**config.mk**
```make
export PLATFORM = sky130hd
export DESIGN_NAME = vx_tl_mem_bridge_flat
export DESIGN_NICKNAME = d
export VERILOG_FILES = /design/src/rtl/vx_tl_mem_bridge_if.sv /design/src/rtl/vx_tl_mem_bridge.sv /design/src/flat_wrapper.sv
export SDC_FILE = /design/constraint.sdc
export NUM_CORES = 1
export LEC_CHECK = 0
export CAP_MARGIN = 40
export CORE_ASPECT_RATIO = 1.25
export CORE_MARGIN = 2
export CORE_UTILIZATION = 46
export DETAILED_ROUTE_END_ITERATION = 8
export PLACE_DENSITY = 0.74
export REMOVE_ABC_BUFFERS = 1
export SYNTH_ARGS = -nofsm -noshare
export SYNTH_HDL_FRONTEND = slang
export SYNTH_SLANG_ARGS = --single-unit
```
**constraint.sdc**
```tcl
create_clock -name clock -period 5.3 [get_ports clock]
set_input_delay 1.06 -clock clock [delete_from_list [all_inputs] [get_ports clock]]
set_output_delay 1.06 -clock clock [all_outputs]
set_load 0.02 [all_outputs]
```
**src/rtl/vx_tl_mem_bridge_if.sv**
```systemverilog
// Bus bundle between the Vortex memory port and a TileLink-UL A/D channel pair.
// The bridge uses the master modport; the core/fabric side uses the slave modport.
interface vx_tl_mem_bridge_if #(
    parameter int unsigned DATA_WIDTH   = 128,
    parameter int unsigned ADDR_WIDTH   = 28,
    parameter int unsigned TAG_WIDTH    = 15,
    parameter int unsigned SOURCE_WIDTH = 2
);
    localparam int unsigned BYTES         = DATA_WIDTH / 8;
    localparam int unsigned TL_ADDR_WIDTH = ADDR_WIDTH + $clog2(BYTES);

    logic                     vx_req_valid;
    logic                     vx_req_rw;
    logic [BYTES-1:0]         vx_req_byteen;
    logic [ADDR_WIDTH-1:0]    vx_req_addr;
    logic [DATA_WIDTH-1:0]    vx_req_data;
    logic [TAG_WIDTH-1:0]     vx_req_tag;
    logic                     vx_req_ready;

    logic                     vx_rsp_valid;
    logic [DATA_WIDTH-1:0]    vx_rsp_data;
    logic [TAG_WIDTH-1:0]     vx_rsp_tag;
    logic                     vx_rsp_ready;

    logic                     tl_a_valid;
    logic                     tl_a_ready;
    logic [2:0]               tl_a_opcode;
    logic [2:0]               tl_a_param;
    logic [3:0]               tl_a_size;
    logic [SOURCE_WIDTH-1:0]  tl_a_source;
    logic [TL_ADDR_WIDTH-1:0] tl_a_address;
    logic [BYTES-1:0]         tl_a_mask;
    logic [DATA_WIDTH-1:0]    tl_a_data;
    logic                     tl_a_corrupt;

    logic                     tl_d_valid;
    logic                     tl_d_ready;
    logic [2:0]               tl_d_opcode;
    logic [SOURCE_WIDTH-1:0]  tl_d_source;
    logic [DATA_WIDTH-1:0]    tl_d_data;
    logic                     tl_d_denied;
    logic                     tl_d_corrupt;

    modport master (
        input  vx_req_valid, vx_req_rw, vx_req_byteen, vx_req_addr, vx_req_data, vx_req_tag,
        output vx_req_ready,
        output vx_rsp_valid, vx_rsp_data, vx_rsp_tag,
        input  vx_rsp_ready,
        output tl_a_valid, tl_a_opcode, tl_a_param, tl_a_size, tl_a_source, tl_a_address,
        output tl_a_mask, tl_a_data, tl_a_corrupt,
        input  tl_a_ready,
        input  tl_d_valid, tl_d_opcode, tl_d_source, tl_d_data, tl_d_denied, tl_d_corrupt,
        output tl_d_ready
    );

    modport slave (
        output vx_req_valid, vx_req_rw, vx_req_byteen, vx_req_addr, vx_req_data, vx_req_tag,
        input  vx_req_ready,
        input  vx_rsp_valid, vx_rsp_data, vx_rsp_tag,
        output vx_rsp_ready,
        input  tl_a_valid, tl_a_opcode, tl_a_param, tl_a_size, tl_a_source, tl_a_address,
        input  tl_a_mask, tl_a_data, tl_a_corrupt,
        output tl_a_ready,
        output tl_d_valid, tl_d_opcode, tl_d_source, tl_d_data, tl_d_denied, tl_d_corrupt,
        input  tl_d_ready
    );
endinterface

```
**src/rtl/vx_tl_mem_bridge.sv**
```systemverilog
// Vortex mem port to TileLink-UL bridge: multi-outstanding via source-ID allocation, buffered
// responses, sticky error reporting and an msip-edge interrupt stretcher.
module vx_tl_mem_bridge #(
    parameter int unsigned DATA_WIDTH   = 128,
    parameter int unsigned ADDR_WIDTH   = 28,
    parameter int unsigned TAG_WIDTH    = 15,
    parameter int unsigned SOURCE_WIDTH = 2,
    parameter int unsigned RSP_DEPTH    = 4,
    parameter bit          WRITE_RSP    = 1'b0,
    parameter int unsigned IRQ_PULSE    = 6
) (
    input  logic               clock,
    input  logic               reset,
    vx_tl_mem_bridge_if.master bus,
    input  logic               msip,
    output logic               irq_out,
    output logic               busy,
    output logic               error
);
    localparam int unsigned NUM_IDS       = 1 << SOURCE_WIDTH;
    localparam int unsigned BYTES         = DATA_WIDTH / 8;
    localparam int unsigned LGB           = $clog2(BYTES);
    localparam int unsigned TL_ADDR_WIDTH = ADDR_WIDTH + LGB;
    localparam int unsigned PTR_WIDTH     = $clog2(RSP_DEPTH);

    localparam logic [2:0] OpGet        = 3'd4;
    localparam logic [2:0] OpPutFull    = 3'd0;
    localparam logic [2:0] OpPutPartial = 3'd1;
    localparam logic [2:0] OpAccessAck  = 3'd0;

    // Source-ID allocator and tag table
    logic [NUM_IDS-1:0]      r_free;
    logic [NUM_IDS-1:0]      w_free_d;
    logic [TAG_WIDTH-1:0]    r_tag [NUM_IDS];
    logic [SOURCE_WIDTH-1:0] w_grant;
    logic                    w_any_free;

    // A-channel output register
    logic                     r_a_valid;
    logic [2:0]               r_a_opcode;
    logic [SOURCE_WIDTH-1:0]  r_a_source;
    logic [TL_ADDR_WIDTH-1:0] r_a_address;
    logic [BYTES-1:0]         r_a_mask;
    logic [DATA_WIDTH-1:0]    r_a_data;
    logic                     w_a_can_load;
    logic                     w_req_ready;
    logic                     w_req_fire;
    logic [2:0]               w_req_opcode;

    // D channel and response FIFO
    logic                  w_d_is_ack;
    logic                  w_d_absorb;
    logic                  w_d_ready;
    logic                  w_d_fire;
    logic                  w_d_err;
    logic                  w_push;
    logic                  w_pop;
    logic [DATA_WIDTH-1:0] w_push_data;
    logic [DATA_WIDTH-1:0] r_fifo_data [RSP_DEPTH];
    logic [TAG_WIDTH-1:0]  r_fifo_tag  [RSP_DEPTH];
    logic [PTR_WIDTH:0]    r_wptr;
    logic [PTR_WIDTH:0]    r_rptr;
    logic                  w_fifo_empty;
    logic                  w_fifo_full;

    logic       r_error;
    logic       r_msip_q;
    logic [3:0] r_irq_cnt;

    // Lowest-index free ID wins: scan high to low so the last hit is the lowest.
    always_comb begin
        w_grant    = '0;
        w_any_free = 1'b0;
        for (int i = NUM_IDS - 1; i >= 0; i--) begin
            if (r_free[i]) begin
                w_grant    = SOURCE_WIDTH'(i);
                w_any_free = 1'b1;
            end
        end
    end

    assign w_a_can_load = !r_a_valid || bus.tl_a_ready;
    assign w_req_ready  = !reset && w_any_free && w_a_can_load;
    assign w_req_fire   = bus.vx_req_valid && w_req_ready;

    always_comb begin
        w_req_opcode = OpGet;
        if (bus.vx_req_rw) begin
            w_req_opcode = (&bus.vx_req_byteen) ? OpPutFull : OpPutPartial;
        end
    end

    always_ff @(posedge clock) begin
        if (reset) begin
            r_a_valid   <= 1'b0;
            r_a_opcode  <= '0;
            r_a_source  <= '0;
            r_a_address <= '0;
            r_a_mask    <= '0;
            r_a_data    <= '0;
        end else if (w_a_can_load) begin
            r_a_valid <= w_req_fire;
            if (w_req_fire) begin
                r_a_opcode  <= w_req_opcode;
                r_a_source  <= w_grant;
                r_a_address <= {bus.vx_req_addr, {LGB{1'b0}}};
                r_a_mask    <= bus.vx_req_rw ? bus.vx_req_byteen : {BYTES{1'b1}};
                r_a_data    <= bus.vx_req_data;
            end
        end
    end

    always_ff @(posedge clock) begin
        if (w_req_fire) begin
            r_tag[w_grant] <= bus.vx_req_tag;
        end
    end

    // A write ack that is not forwarded never needs FIFO space, so it is never stalled.
    assign w_d_is_ack  = (bus.tl_d_opcode == OpAccessAck);
    assign w_d_absorb  = w_d_is_ack && !WRITE_RSP;
    assign w_d_ready   = !reset && (w_d_absorb || !w_fifo_full);
    assign w_d_fire    = bus.tl_d_valid && w_d_ready;
    assign w_push      = w_d_fire && !w_d_absorb;
    assign w_push_data = w_d_is_ack ? '0 : bus.tl_d_data;
    assign w_d_err     = bus.tl_d_denied || bus.tl_d_corrupt || r_free[bus.tl_d_source] ||
                         (bus.tl_d_opcode > 3'd1);

    // A grant always targets a free ID, so apply the release first and the claim last.
    always_comb begin
        w_free_d = r_free;
        if (w_d_fire) begin
            w_free_d[bus.tl_d_source] = 1'b1;
        end
        if (w_req_fire) begin
            w_free_d[w_grant] = 1'b0;
        end
    end

    assign w_fifo_empty = (r_wptr == r_rptr);
    assign w_fifo_full  = (r_wptr[PTR_WIDTH] != r_rptr[PTR_WIDTH]) &&
                          (r_wptr[PTR_WIDTH-1:0] == r_rptr[PTR_WIDTH-1:0]);
    assign w_pop        = !w_fifo_empty && bus.vx_rsp_ready;

    always_ff @(posedge clock) begin
        if (w_push) begin
            r_fifo_data[r_wptr[PTR_WIDTH-1:0]] <= w_push_data;
            r_fifo_tag[r_wptr[PTR_WIDTH-1:0]]  <= r_tag[bus.tl_d_source];
        end
    end

    always_ff @(posedge clock) begin
        if (reset) begin
            r_free  <= '1;
            r_wptr  <= '0;
            r_rptr  <= '0;
            r_error <= 1'b0;
        end else begin
            r_free <= w_free_d;
            if (w_push) begin
                r_wptr <= r_wptr + 1'b1;
            end
            if (w_pop) begin
                r_rptr <= r_rptr + 1'b1;
            end
            if (w_d_fire && w_d_err) begin
                r_error <= 1'b1;
            end
        end
    end

    // Interrupt stretcher: each msip rising edge (re)loads the pulse counter.
    always_ff @(posedge clock) begin
        if (reset) begin
            r_msip_q  <= 1'b0;
            r_irq_cnt <= '0;
        end else begin
            r_msip_q <= msip;
            if (msip && !r_msip_q) begin
                r_irq_cnt <= 4'(IRQ_PULSE);
            end else if (r_irq_cnt != 4'd0) begin
                r_irq_cnt <= r_irq_cnt - 4'd1;
            end
        end
    end

    assign bus.vx_req_ready = w_req_ready;
    assign bus.vx_rsp_valid = !w_fifo_empty;
    assign bus.vx_rsp_data  = w_fifo_empty ? '0 : r_fifo_data[r_rptr[PTR_WIDTH-1:0]];
    assign bus.vx_rsp_tag   = w_fifo_empty ? '0 : r_fifo_tag[r_rptr[PTR_WIDTH-1:0]];

    assign bus.tl_a_valid   = r_a_valid;
    assign bus.tl_a_opcode  = r_a_opcode;
    assign bus.tl_a_param   = 3'd0;
    assign bus.tl_a_size    = 4'(LGB);
    assign bus.tl_a_source  = r_a_source;
    assign bus.tl_a_address = r_a_address;
    assign bus.tl_a_mask    = r_a_mask;
    assign bus.tl_a_data    = r_a_data;
    assign bus.tl_a_corrupt = 1'b0;
    assign bus.tl_d_ready   = w_d_ready;

    assign irq_out = (r_irq_cnt != 4'd0);
    assign busy    = (r_free != {NUM_IDS{1'b1}}) || r_a_valid || !w_fifo_empty;
    assign error   = r_error;
endmodule

```
**src/flat_wrapper.sv**
```systemverilog
// flat-port wrapper written by rule: the top's interface ports become plain ports
module vx_tl_mem_bridge_flat 
#(
    parameter int unsigned DATA_WIDTH   = 128,
    parameter int unsigned ADDR_WIDTH   = 28,
    parameter int unsigned TAG_WIDTH    = 15,
    parameter int unsigned SOURCE_WIDTH = 2,
    parameter int unsigned RSP_DEPTH    = 4,
    parameter bit          WRITE_RSP    = 1'b0,
    parameter int unsigned IRQ_PULSE    = 6
)
  (clock, reset, msip, irq_out, busy, error, bus_vx_req_valid, bus_vx_req_rw, bus_vx_req_byteen, bus_vx_req_addr, bus_vx_req_data, bus_vx_req_tag, bus_vx_req_ready, bus_vx_rsp_valid, bus_vx_rsp_data, bus_vx_rsp_tag, bus_vx_rsp_ready, bus_tl_a_valid, bus_tl_a_opcode, bus_tl_a_param, bus_tl_a_size, bus_tl_a_source, bus_tl_a_address, bus_tl_a_mask, bus_tl_a_data, bus_tl_a_corrupt, bus_tl_a_ready, bus_tl_d_valid, bus_tl_d_opcode, bus_tl_d_source, bus_tl_d_data, bus_tl_d_denied, bus_tl_d_corrupt, bus_tl_d_ready);
  vx_tl_mem_bridge_if #(.DATA_WIDTH(DATA_WIDTH), .ADDR_WIDTH(ADDR_WIDTH), .TAG_WIDTH(TAG_WIDTH), .SOURCE_WIDTH(SOURCE_WIDTH)) bus_i ();
  input  logic clock;
  input  logic reset;
  input  logic msip;
  output logic irq_out;
  output logic busy;
  output logic error;
  input wire logic [$bits(bus_i.vx_req_valid)-1:0] bus_vx_req_valid;
  input wire logic [$bits(bus_i.vx_req_rw)-1:0] bus_vx_req_rw;
  input wire logic [$bits(bus_i.vx_req_byteen)-1:0] bus_vx_req_byteen;
  input wire logic [$bits(bus_i.vx_req_addr)-1:0] bus_vx_req_addr;
  input wire logic [$bits(bus_i.vx_req_data)-1:0] bus_vx_req_data;
  input wire logic [$bits(bus_i.vx_req_tag)-1:0] bus_vx_req_tag;
  output wire logic [$bits(bus_i.vx_req_ready)-1:0] bus_vx_req_ready;
  output wire logic [$bits(bus_i.vx_rsp_valid)-1:0] bus_vx_rsp_valid;
  output wire logic [$bits(bus_i.vx_rsp_data)-1:0] bus_vx_rsp_data;
  output wire logic [$bits(bus_i.vx_rsp_tag)-1:0] bus_vx_rsp_tag;
  input wire logic [$bits(bus_i.vx_rsp_ready)-1:0] bus_vx_rsp_ready;
  output wire logic [$bits(bus_i.tl_a_valid)-1:0] bus_tl_a_valid;
  output wire logic [$bits(bus_i.tl_a_opcode)-1:0] bus_tl_a_opcode;
  output wire logic [$bits(bus_i.tl_a_param)-1:0] bus_tl_a_param;
  output wire logic [$bits(bus_i.tl_a_size)-1:0] bus_tl_a_size;
  output wire logic [$bits(bus_i.tl_a_source)-1:0] bus_tl_a_source;
  output wire logic [$bits(bus_i.tl_a_address)-1:0] bus_tl_a_address;
  output wire logic [$bits(bus_i.tl_a_mask)-1:0] bus_tl_a_mask;
  output wire logic [$bits(bus_i.tl_a_data)-1:0] bus_tl_a_data;
  output wire logic [$bits(bus_i.tl_a_corrupt)-1:0] bus_tl_a_corrupt;
  input wire logic [$bits(bus_i.tl_a_ready)-1:0] bus_tl_a_ready;
  input wire logic [$bits(bus_i.tl_d_valid)-1:0] bus_tl_d_valid;
  input wire logic [$bits(bus_i.tl_d_opcode)-1:0] bus_tl_d_opcode;
  input wire logic [$bits(bus_i.tl_d_source)-1:0] bus_tl_d_source;
  input wire logic [$bits(bus_i.tl_d_data)-1:0] bus_tl_d_data;
  input wire logic [$bits(bus_i.tl_d_denied)-1:0] bus_tl_d_denied;
  input wire logic [$bits(bus_i.tl_d_corrupt)-1:0] bus_tl_d_corrupt;
  output wire logic [$bits(bus_i.tl_d_ready)-1:0] bus_tl_d_ready;
  assign bus_i.vx_req_valid = bus_vx_req_valid;
  assign bus_i.vx_req_rw = bus_vx_req_rw;
  assign bus_i.vx_req_byteen = bus_vx_req_byteen;
  assign bus_i.vx_req_addr = bus_vx_req_addr;
  assign bus_i.vx_req_data = bus_vx_req_data;
  assign bus_i.vx_req_tag = bus_vx_req_tag;
  assign bus_vx_req_ready = bus_i.vx_req_ready;
  assign bus_vx_rsp_valid = bus_i.vx_rsp_valid;
  assign bus_vx_rsp_data = bus_i.vx_rsp_data;
  assign bus_vx_rsp_tag = bus_i.vx_rsp_tag;
  assign bus_i.vx_rsp_ready = bus_vx_rsp_ready;
  assign bus_tl_a_valid = bus_i.tl_a_valid;
  assign bus_tl_a_opcode = bus_i.tl_a_opcode;
  assign bus_tl_a_param = bus_i.tl_a_param;
  assign bus_tl_a_size = bus_i.tl_a_size;
  assign bus_tl_a_source = bus_i.tl_a_source;
  assign bus_tl_a_address = bus_i.tl_a_address;
  assign bus_tl_a_mask = bus_i.tl_a_mask;
  assign bus_tl_a_data = bus_i.tl_a_data;
  assign bus_tl_a_corrupt = bus_i.tl_a_corrupt;
  assign bus_i.tl_a_ready = bus_tl_a_ready;
  assign bus_i.tl_d_valid = bus_tl_d_valid;
  assign bus_i.tl_d_opcode = bus_tl_d_opcode;
  assign bus_i.tl_d_source = bus_tl_d_source;
  assign bus_i.tl_d_data = bus_tl_d_data;
  assign bus_i.tl_d_denied = bus_tl_d_denied;
  assign bus_i.tl_d_corrupt = bus_tl_d_corrupt;
  assign bus_tl_d_ready = bus_i.tl_d_ready;
  vx_tl_mem_bridge #(.DATA_WIDTH(DATA_WIDTH), .ADDR_WIDTH(ADDR_WIDTH), .TAG_WIDTH(TAG_WIDTH), .SOURCE_WIDTH(SOURCE_WIDTH), .RSP_DEPTH(RSP_DEPTH), .WRITE_RSP(WRITE_RSP), .IRQ_PULSE(IRQ_PULSE)) u_core (.clock(clock), .reset(reset), .bus(bus_i), .msip(msip), .irq_out(irq_out), .busy(busy), .error(error));
endmodule
```
==> results of run 1 <==
power breakdown:
group	total (W)	internal (W)	switching (W)
combinational	0.00283	0.00139	0.00145
sequential	0.00729	0.00719	0.0000950
clock	0.00598	0.00348	0.00250
total	0.0161	0.0121	0.00404
layout make-up:
class                      instances  area [um2]  share of cell area
antenna                           15        37.5            0.000890
clock buffer                      93        2140              0.0509
clock inverter                    58         649              0.0154
inverter                           5        18.8            0.000445
multi-input combinational       1057        8240               0.195
sequential                       827       22900               0.543
tap                              926        1160              0.0275
timing repair buffer             688        7020               0.167
routing by layer:
metal | GRT usage | routed length, um | part of all wire
met5 | 0 | 31 | 0.00035
met1 | 0.294 | 33300 | 0.37
met2 | 0.417 | 44800 | 0.50
met4 | 0.0973 | 3000 | 0.034
met3 | 0.0806 | 7910 | 0.089
path summary, 6_finish.rpt:
kind                       startpoint                        end  slack [ns]  cells past startpoint
max                          register        bus_vx_rsp_data[44]        1.12                      4
min          u_core.bus.tl_a_data[85]   u_core.bus.tl_a_data[85]        0.46                      2
max reg2reg          u_core.r_wptr[0]  u_core.r_fifo_data[0][64]        2.39                      4
min reg2reg  u_core.bus.tl_a_data[85]   u_core.bus.tl_a_data[85]        0.46                      2
tightest hold or removal path, cell delays in order, from the launching register on:
cell and delay, ns:
dfxtp_1 0.31, nand2_1 0.05, a21oi_1 0.05
synthesized netlist by cell type (2+ instances only):
| master | instances |
|---|---|
| edfxtp_1 | 632 |
| nand2_1 | 319 |
| and2_1 | 277 |
| dfxtp_1 | 195 |
| a21oi_1 | 164 |
| mux4_2 | 159 |
| clkbuf_1 | 71 |
| buf_4 | 30 |
| nor2_1 | 24 |
| buf_2 | 22 |
| nor3_1 | 21 |
| buf_6 | 18 |
| nor3b_1 | 18 |
| nand2b_1 | 6 |
| nand4_1 | 6 |
| ha_1 | 5 |
| inv_1 | 5 |
| a31oi_1 | 4 |
| nor2b_1 | 3 |
| o21ai_0 | 3 |
| o31ai_1 | 3 |
| or3_1 | 3 |
| xnor2_1 | 3 |
| a41oi_1 | 2 |
| and3_1 | 2 |
| conb_1 | 2 |
| mux2_2 | 2 |
| nand3_1 | 2 |
| nand3b_1 | 2 |
| nor4bb_1 | 2 |
| o21bai_1 | 2 |
| or4_1 | 2 |
per-stage QoR:
stage               worst slack, ns  setup TNS (ns)
floorplan                     -2.55         -471.11
global placement               1.19               0
detailed placement             1.22               0
CTS                           0.985               0
global route                  0.922               0
finish                         1.12               0
sequential cells by signal, summed over array words and instances (netlist names), named ones only:
| signal | flops |
|---|---|
| u_core.r_fifo_data | 512 |
| u_core.bus.tl_a_data | 128 |
| u_core.r_fifo_tag | 60 |
| u_core.r_tag | 60 |
| u_core.bus.tl_a_address | 28 |
| u_core.bus.tl_a_mask | 16 |
| u_core.r_free | 4 |
| u_core.r_irq_cnt | 4 |
| u_core.r_rptr | 3 |
| u_core.r_wptr | 3 |
| u_core.bus.tl_a_opcode | 2 |
| u_core.bus.tl_a_source | 2 |
| u_core.bus.tl_a_valid | 1 |
| u_core.error | 1 |
| u_core.r_msip_q | 1 |
kinds of logic (layout without fill, tap and decap cells):
family | Yosys count | after routing | synth area share
other cells | 2 | 28 | 0.000236
buf+inv | 147 | 844 | 0.0260
flops | 827 | 827 | 0.718
mux | 162 | 162 | 0.113
simple gates | 692 | 692 | 0.110
fa+ha+maj | 5 | 5 | 0.00196
xor+xnor | 4 | 4 | 0.00110
compound gates | 181 | 181 | 0.0299
==> results.json, run 1 <==
{
  "ant_nets": 0,
  "period_share": 0.789,
  "fin_crit_ns": 4.18,
  "ys_seq_area_frac": 0.718,
  "syn_area_um2": 31900,
  "clockRootBuffer": "clkbuf_16",
  "drt_first_pass_iters": 5,
  "drt_iter0_drc": 1329,
  "layout_commonest_cell": "clkdlybuf4s50_1",
  "rsz0062_at_grt": "false",
  "clk_latency_ns": 0.63,
  "drv_cap": 0,
  "die_x_um": 239,
  "cts_buffers": 81,
  "skew_ns": 0.0302,
  "layout_common_cells": "clkdlybuf4s50_1, edfxtp_1, nand2_1",
  "wl_per_cell_um": 24.3,
  "cp-end-kind": "output port",
  "report.final.slew_viol_count": 0,
  "powerDensity_nw_per_um2": 382,
  "synthCells": 2020,
  "synth_area_leaders": "edfxtp_1, dfxtp_1, mux4_2",
  "area.growth.synth_to_final_pct": 32.3,
  "power.total_w": 0.0161,
  "routabilityCongestion": 0.890,
  "cp_max_fo": 36,
  "io_pins": 669,
  "num_rows": 107,
  "p_leak_nw": 13.8,
  "synth_edf_count": 632,
  "synthFlopType": "edfxtp_1",
  "max_freq_mhz": 239,
  "post_cts_buffers": 0,
  "crit_type": "reg -> out",
  "ir_drop_mv": 0.239,
  "cp_cell_sequence": "buf_4 > mux4_2 > and2_1 > clkdlybuf4s50_1",
  "cp_top_family": "buffers and inverters",
  "start_kind": "register",
  "filler_cell_count": 5032,
  "final_layout_size_suffix_gt1_frac": 0.125,
  "cp_data_arrival_time_ns": 3.12,
  "hpwl_um": 59900,
  "grt_util_all_layers": 0.248,
  "hold_ws_ns": 0.455,
  "synth.avg_cell_area_um2": 15.8,
  "hold_path.class": "reg -> reg",
  "yosysTopAreaCell": "edfxtp_1",
  "cts_buffer_depth": 3,
  "htreeDepth": 3,
  "route.detailed.drc": 0,
  "via_per_inst": 5.33,
  "critical-path-max-stage-delay_ns": 0.63,
  "synth_async_sr_flop_share": 0,
  "clock-sinks": 827,
  "die_h_um": 298,
  "final_util": 0.616,
  "placed_area_um2": 39300,
  "status": "complete, no violations",
  "grt_pass1_vias": 20200,
  "wl_um": 89100,
  "start_util": 0.466,
  "finalNonFillerCells": 3669,
  "finalNetCount": 2995,
  "vias": 19600,
  "yosysTopAreaCellShare": 0.595,
  "setup_viol_count_final": 0,
  "worst_pin_slew_ns": 0.822,
  "cp_slowest_cell": "buf_4",
  "hold_viol": 0,
  "antenna_found_initial": 23,
  "yosysWarnings": 0,
  "grt_max_degree": 96,
  "core_um2": 68400,
  "grt_pass1_wl_um": 130000,
  "io_buffers": 655,
  "synth-seq-cells": 827,
  "worstPathRequired_ns": 4.24,
  "design_area_um2": 42200,
  "cts.clk_slew.worst_paths_ns": 0.06,
  "ys_types": 43,
  "slew-limit-headroom": 0.452,
  "dp_cells": 3503,
  "cts_hold_buf": 0,
  "cts_tree": "done",
  "die_area_um2": 71400,
  "post_cts_resized": 0,
  "cp_num_buf_inv": 2,
  "grt_overflow_total": 0
}
Power figures use the tool's default switching activity.
==> run 2, diff against run 1 <==
- CORE_AREA: unset -> 2 2 261 263
- CORE_ASPECT_RATIO: 1.25 -> unset
- CORE_MARGIN: 2 -> unset
- CORE_UTILIZATION: 46 -> unset
- DIE_AREA: unset -> 0 0 263 265
- PLACE_DENSITY: 0.74 -> 0.73
- clock period: 5.3 -> 3.9 ns (I/O delays scaled with it)
==> results.json, run 2 (synthesis results as in run 1) <==
{
  "status": "complete, no violations",
  "report.final.slew_viol_count": 0,
  "grt_util_all_layers": 0.251,
  "layout_commonest_cell": "clkdlybuf4s50_1",
  "hold_viol": 0,
  "fin_crit_ns": 3.81,
  "final_layout_size_suffix_gt1_frac": 0.128,
  "clock-sinks": 827,
  "ant_nets": 0,
  "layout_common_cells": "clkdlybuf4s50_1, edfxtp_1, nand2_1",
  "io_buffers": 655,
  "grt_pass1_wl_um": 129000,
  "cts_tree": "done",
  "power.total_w": 0.0218,
  "ir_drop_mv": 0.343,
  "cp-end-kind": "output port",
  "top_layer": "met5",
  "max_freq_mhz": 263,
  "hpwl_um": 60100,
  "drv_cap": 0,
  "area.growth.synth_to_final_pct": 32.9,
  "cp_data_arrival_time_ns": 3.03,
  "setup_viol_count_final": 0,
  "design_area_um2": 42400,
  "wl_um": 88400,
  "cts_buffer_depth": 3,
  "hold_path.class": "reg -> reg",
  "routabilityCongestion": 0.881,
  "grt_pass1_vias": 20100,
  "rsz0062_at_grt": "false",
  "grt_overflow_total": 0,
  "finalNetCount": 3015,
  "drt_first_pass_iters": 5,
  "clockRootBuffer": "clkbuf_16",
  "start_kind": "register",
  "placed_area_um2": 39500,
  "post_cts_resized": 1,
  "skew_ns": 0.0208,
  "wl_met3_um": 7150,
  "worst_pin_slew_ns": 0.992,
  "clk_latency_ns": 0.63,
  "htreeDepth": 3,
  "post_cts_buffers": 0,
  "cp_max_fo": 109,
  "num_rows": 95,
  "die_area_um2": 69700,
  "crit_type": "reg -> out",
  "wl_met1_um": 34100,
  "route.detailed.drc": 0,
  "period_share": 0.976,
  "start_util": 0.477,
  "largest_register_ffs": 512,
  "vias": 19600,
  "cts_hold_buf": 0,
  "die_h_um": 265,
  "die_x_um": 263,
  "via_per_inst": 5.37,
  "wl_per_cell_um": 24.3,
  "cts.clk_slew.worst_paths_ns": 0.06,
  "hold_ws_ns": 0.457,
  "grt_max_degree": 196,
  "cts_buffers": 85,
  "p_leak_nw": 13.9,
  "powerDensity_nw_per_um2": 516,
  "worstPathRequired_ns": 3.12,
  "io_pins": 669,
  "slew-limit-headroom": 0.339,
  "antenna_found_initial": 31,
  "core_um2": 66800,
  "met2_wirelength_um": 44300,
  "drt_iter0_drc": 1399
}
[run 2: changes by cell type in the layout (fill, tap and decap cells not counted), moves of 2 or more]
cell,before,now
clkbuf_1,7,21
diode_2,15,19
clkinvlp_4,3,1
clkbuf_8,3,7
clkbuf_16,83,87
clkinv_4,9,1
buf_12,14,26
buf_4,17,23
inv_6,6,4
buf_16,2,0
bufinv_16,11,7
[run 2: layout make-up]
| cell class | count | area [um2] |
|---|---|---|
| multi-input cells | 1057 | 8250 |
| well taps | 873 | 1090 |
| flip-flops and latches | 827 | 22900 |
| clock buffers | 115 | 2350 |
| repair buffers | 704 | 7250 |
| inverters | 5 | 18.8 |
| fillers | 4804 | 24400 |
| clock inverters | 43 | 459 |
| diodes | 19 | 47.5 |
[run 2: path summary, 6_finish.rpt]
| path | startpoint | endpoint | slack, ns | depth (start not counted) |
|---|---|---|---|---|
| hold reg to reg | u_core.bus.tl_a_data[75] | u_core.bus.tl_a_data[75] | 0.46 | 2 |
| setup reg to reg | u_core.r_wptr[0] | u_core.r_fifo_tag[1][12] | 1.25 | 4 |
| hold / removal | u_core.bus.tl_a_data[75] | u_core.bus.tl_a_data[75] | 0.46 | 2 |
| setup / recovery | u_core.r_wptr[0] | bus_vx_rsp_data[11] | 0.09 | 5 |
[run 2: critical path: stages (launching register included)]
cell,delay (ns)
dfxtp_1,0.36
xnor2_1,0.51
nand3b_1,0.30
buf_12,0.26
and2_1,0.29
clkdlybuf4s50_1,0.54
[run 2: where the power goes]
| part | internal (W) | total [W] | switching [W] |
|---|---|---|---|
| logic | 0.00190 | 0.00385 | 0.00195 |
| registers | 0.00978 | 0.00989 | 0.000115 |
| clock network | 0.00473 | 0.00810 | 0.00337 |
[run 2: metrics by stage]
stage                TNS, ns  setup slack [ns]  std cells   util
floorplan           -1368.83             -3.67       1889      -
global route               0            0.0357       3642  0.634
global placement           0             0.608       3466  0.591
detailed placement         0             0.615       3466  0.591
finish                     0            0.0945       3643  0.634
CTS                        0             0.123       3624  0.633
[run 2: metal layers]
metal | vias to the layer above | GRT usage
li1 | 8757 | -
met1 | 9883 | 0.315
met2 | 766 | 0.416
met3 | 142 | 0.0719
met4 | 10 | 0.0922
met5 | - | 0
==> run 3, diff against run 2 <==
- CORE_AREA: 2 2 261 263 -> unset
- CORE_ASPECT_RATIO: unset -> 0.5
- CORE_MARGIN: unset -> 4
- CORE_UTILIZATION: unset -> 51
- DIE_AREA: 0 0 263 265 -> unset
- PLACE_DENSITY: 0.73 -> 0.78
==> results.json, run 3 (synthesis results as in run 1) <==
{
  "r2r_end": "u_core.r_fifo_data[3][48]",
  "io_buffers": 655,
  "area.growth.synth_to_final_pct": 30.7,
  "hpwl_um": 58500,
  "die_area_um2": 66800,
  "max_freq_mhz": 265,
  "wl_per_cell_um": 24.2,
  "cp_data_arrival_time_ns": 3.00,
  "hold_path.class": "reg -> reg",
  "cts_hold_buf": 0,
  "hold_path_startpoint": "u_core.bus.tl_a_data[126]",
  "die_x_um": 362,
  "cp_top_family": "buffers and inverters",
  "drt_iter0_drc": 1490,
  "grt_overflow_total": 0,
  "layout_commonest_cell": "clkdlybuf4s50_1",
  "grt_util_all_layers": 0.254,
  "design_area_um2": 41600,
  "routabilityCongestion": 0.816,
  "cp-end-kind": "output port",
  "largest_register_ffs": 512,
  "core_um2": 61500,
  "hold_path_depth": 2,
  "min_to": "u_core.bus.tl_a_data[126]",
  "combPwrFrac": 0.187,
  "via_per_inst": 5.36,
  "crit_cells": 4,
  "r2r_start": "u_core.r_wptr[0]",
  "crit_type": "reg -> out",
  "clkPwrFrac": 0.334,
  "io_pins": 669,
  "drv_cap": 0,
  "cts_buffer_depth": 3,
  "cts_tree": "done",
  "wl_um": 86200,
  "fin_crit_ns": 3.78,
  "grt_pass1_vias": 19800,
  "setup_viol_count_final": 0,
  "route.detailed.drc": 0,
  "powerDensity_nw_per_um2": 496,
  "worstPathRequired_ns": 3.12,
  "r2r_slack_ns": 1.38,
  "layout_common_cells": "clkdlybuf4s50_1, edfxtp_1, nand2_1",
  "post_cts_resized": 0,
  "cts.clk_slew.worst_paths_ns": 0.06,
  "p_leak_nw": 13.6,
  "fin_tns_setup_ns": 0,
  "cts_buffers": 72,
  "r2r_cells": 4,
  "num_rows": 64,
  "placed_area_um2": 39400,
  "power.internal_w": 0.0154,
  "clk_latency_ns": 0.61,
  "p_sw_w": 0.00521,
  "ant_nets": 0,
  "htreeDepth": 3,
  "period_share": 0.969,
  "vias": 19100,
  "cp_slowest_cell": "mux4_2",
  "grt_max_degree": 143,
  "skew_ns": 0.0289,
  "cp_max_fo": 46,
  "report.final.slew_viol_count": 0,
  "critical-path-max-stage-delay_ns": 0.61,
  "drt_first_pass_iters": 5,
  "post_cts_buffers": 0,
  "slew-limit-headroom": 0.434,
  "clock-sinks": 827,
  "ir_drop_mv": 0.306,
  "antenna_found_initial": 28,
  "start_util": 0.518,
  "hold_viol": 0,
  "start_kind": "register",
  "switching_share": 0.253,
  "cp_cell_sequence": "buf_12 > mux4_2 > and2_1 > clkdlybuf4s50_1",
  "die_h_um": 185,
  "clockRootBuffer": "clkbuf_16",
  "seq_power_share": 0.479,
  "finalNetCount": 2998,
  "worst_pin_slew_ns": 0.849,
  "cp_num_buf_inv": 2,
  "status": "complete, no violations",
  "hold_ws_ns": 0.454,
  "final_layout_size_suffix_gt1_frac": 0.118,
  "grt_pass1_wl_um": 126000
}
-- run 3: area by class of cell --
cell class,count,area (um2)
clock inverter,38,302
tap,825,1030
antenna,22,55.1
sequential,827,22900
clock buffer,89,1910
multi-input combinational,1057,8240
inverter,5,18.8
fill,4206,19900
timing repair buffer,700,7200
-- run 3: how the worst max path moves through the flow --
stage | start | slack (ns) | end
2_1_floorplan | register | -3.67 | bus_vx_rsp_data[0]
4_1_cts | register | 0.06 | bus_vx_rsp_data[20]
6_report | register | 0.12 | bus_vx_rsp_data[20]
3_3_place_gp | bus_tl_d_opcode[1] | 0.65 | bus_tl_d_ready
3_5_place_dp | bus_tl_d_opcode[1] | 0.66 | bus_tl_d_ready
5_1_grt | register | -0.01 | bus_vx_rsp_data[20]
-- run 3: worst reg2reg max path, delay by kind of cell (launching register included) --
family	cells	cell delay [ns]
compound gates	1	0.60
simple gates	1	0.55
flops	1	0.42
buf+inv	1	0.35
xor+xnor	1	0.18
-- run 3: through the flow --
step	cells	utilization	power [W]	worst slack (ns)
finish	3563	0.677	0.0206	0.122
global route	3560	0.677	0.0214	-0.0138
CTS	3541	0.676	0.0208	0.0573
detailed placement	3414	0.640	0.0140	0.661
global placement	3413	0.640	0.0139	0.653
floorplan	1889	-	0.0122	-3.67
-- run 3: layer usage --
layer	track usage	share of wire	vias up
met3	0.0569	0.056	154
met4	0.114	0.040	10
met1	0.281	0.34	9579
li1	-	-	8734
met2	0.472	0.56	605
met5	0	0.00081	-
-- run 3: power by group through the flow --
stage / combinational, W / sequential (W) / clock (W)
global placement: 0.00385 / 0.0101 / 0
detailed placement: 0.00389 / 0.0101 / 0
global route: 0.00410 / 0.00991 / 0.00741
floorplan: 0.00189 / 0.0103 / 0
CTS: 0.00392 / 0.00989 / 0.00701
finish: 0.00387 / 0.00989 / 0.00689
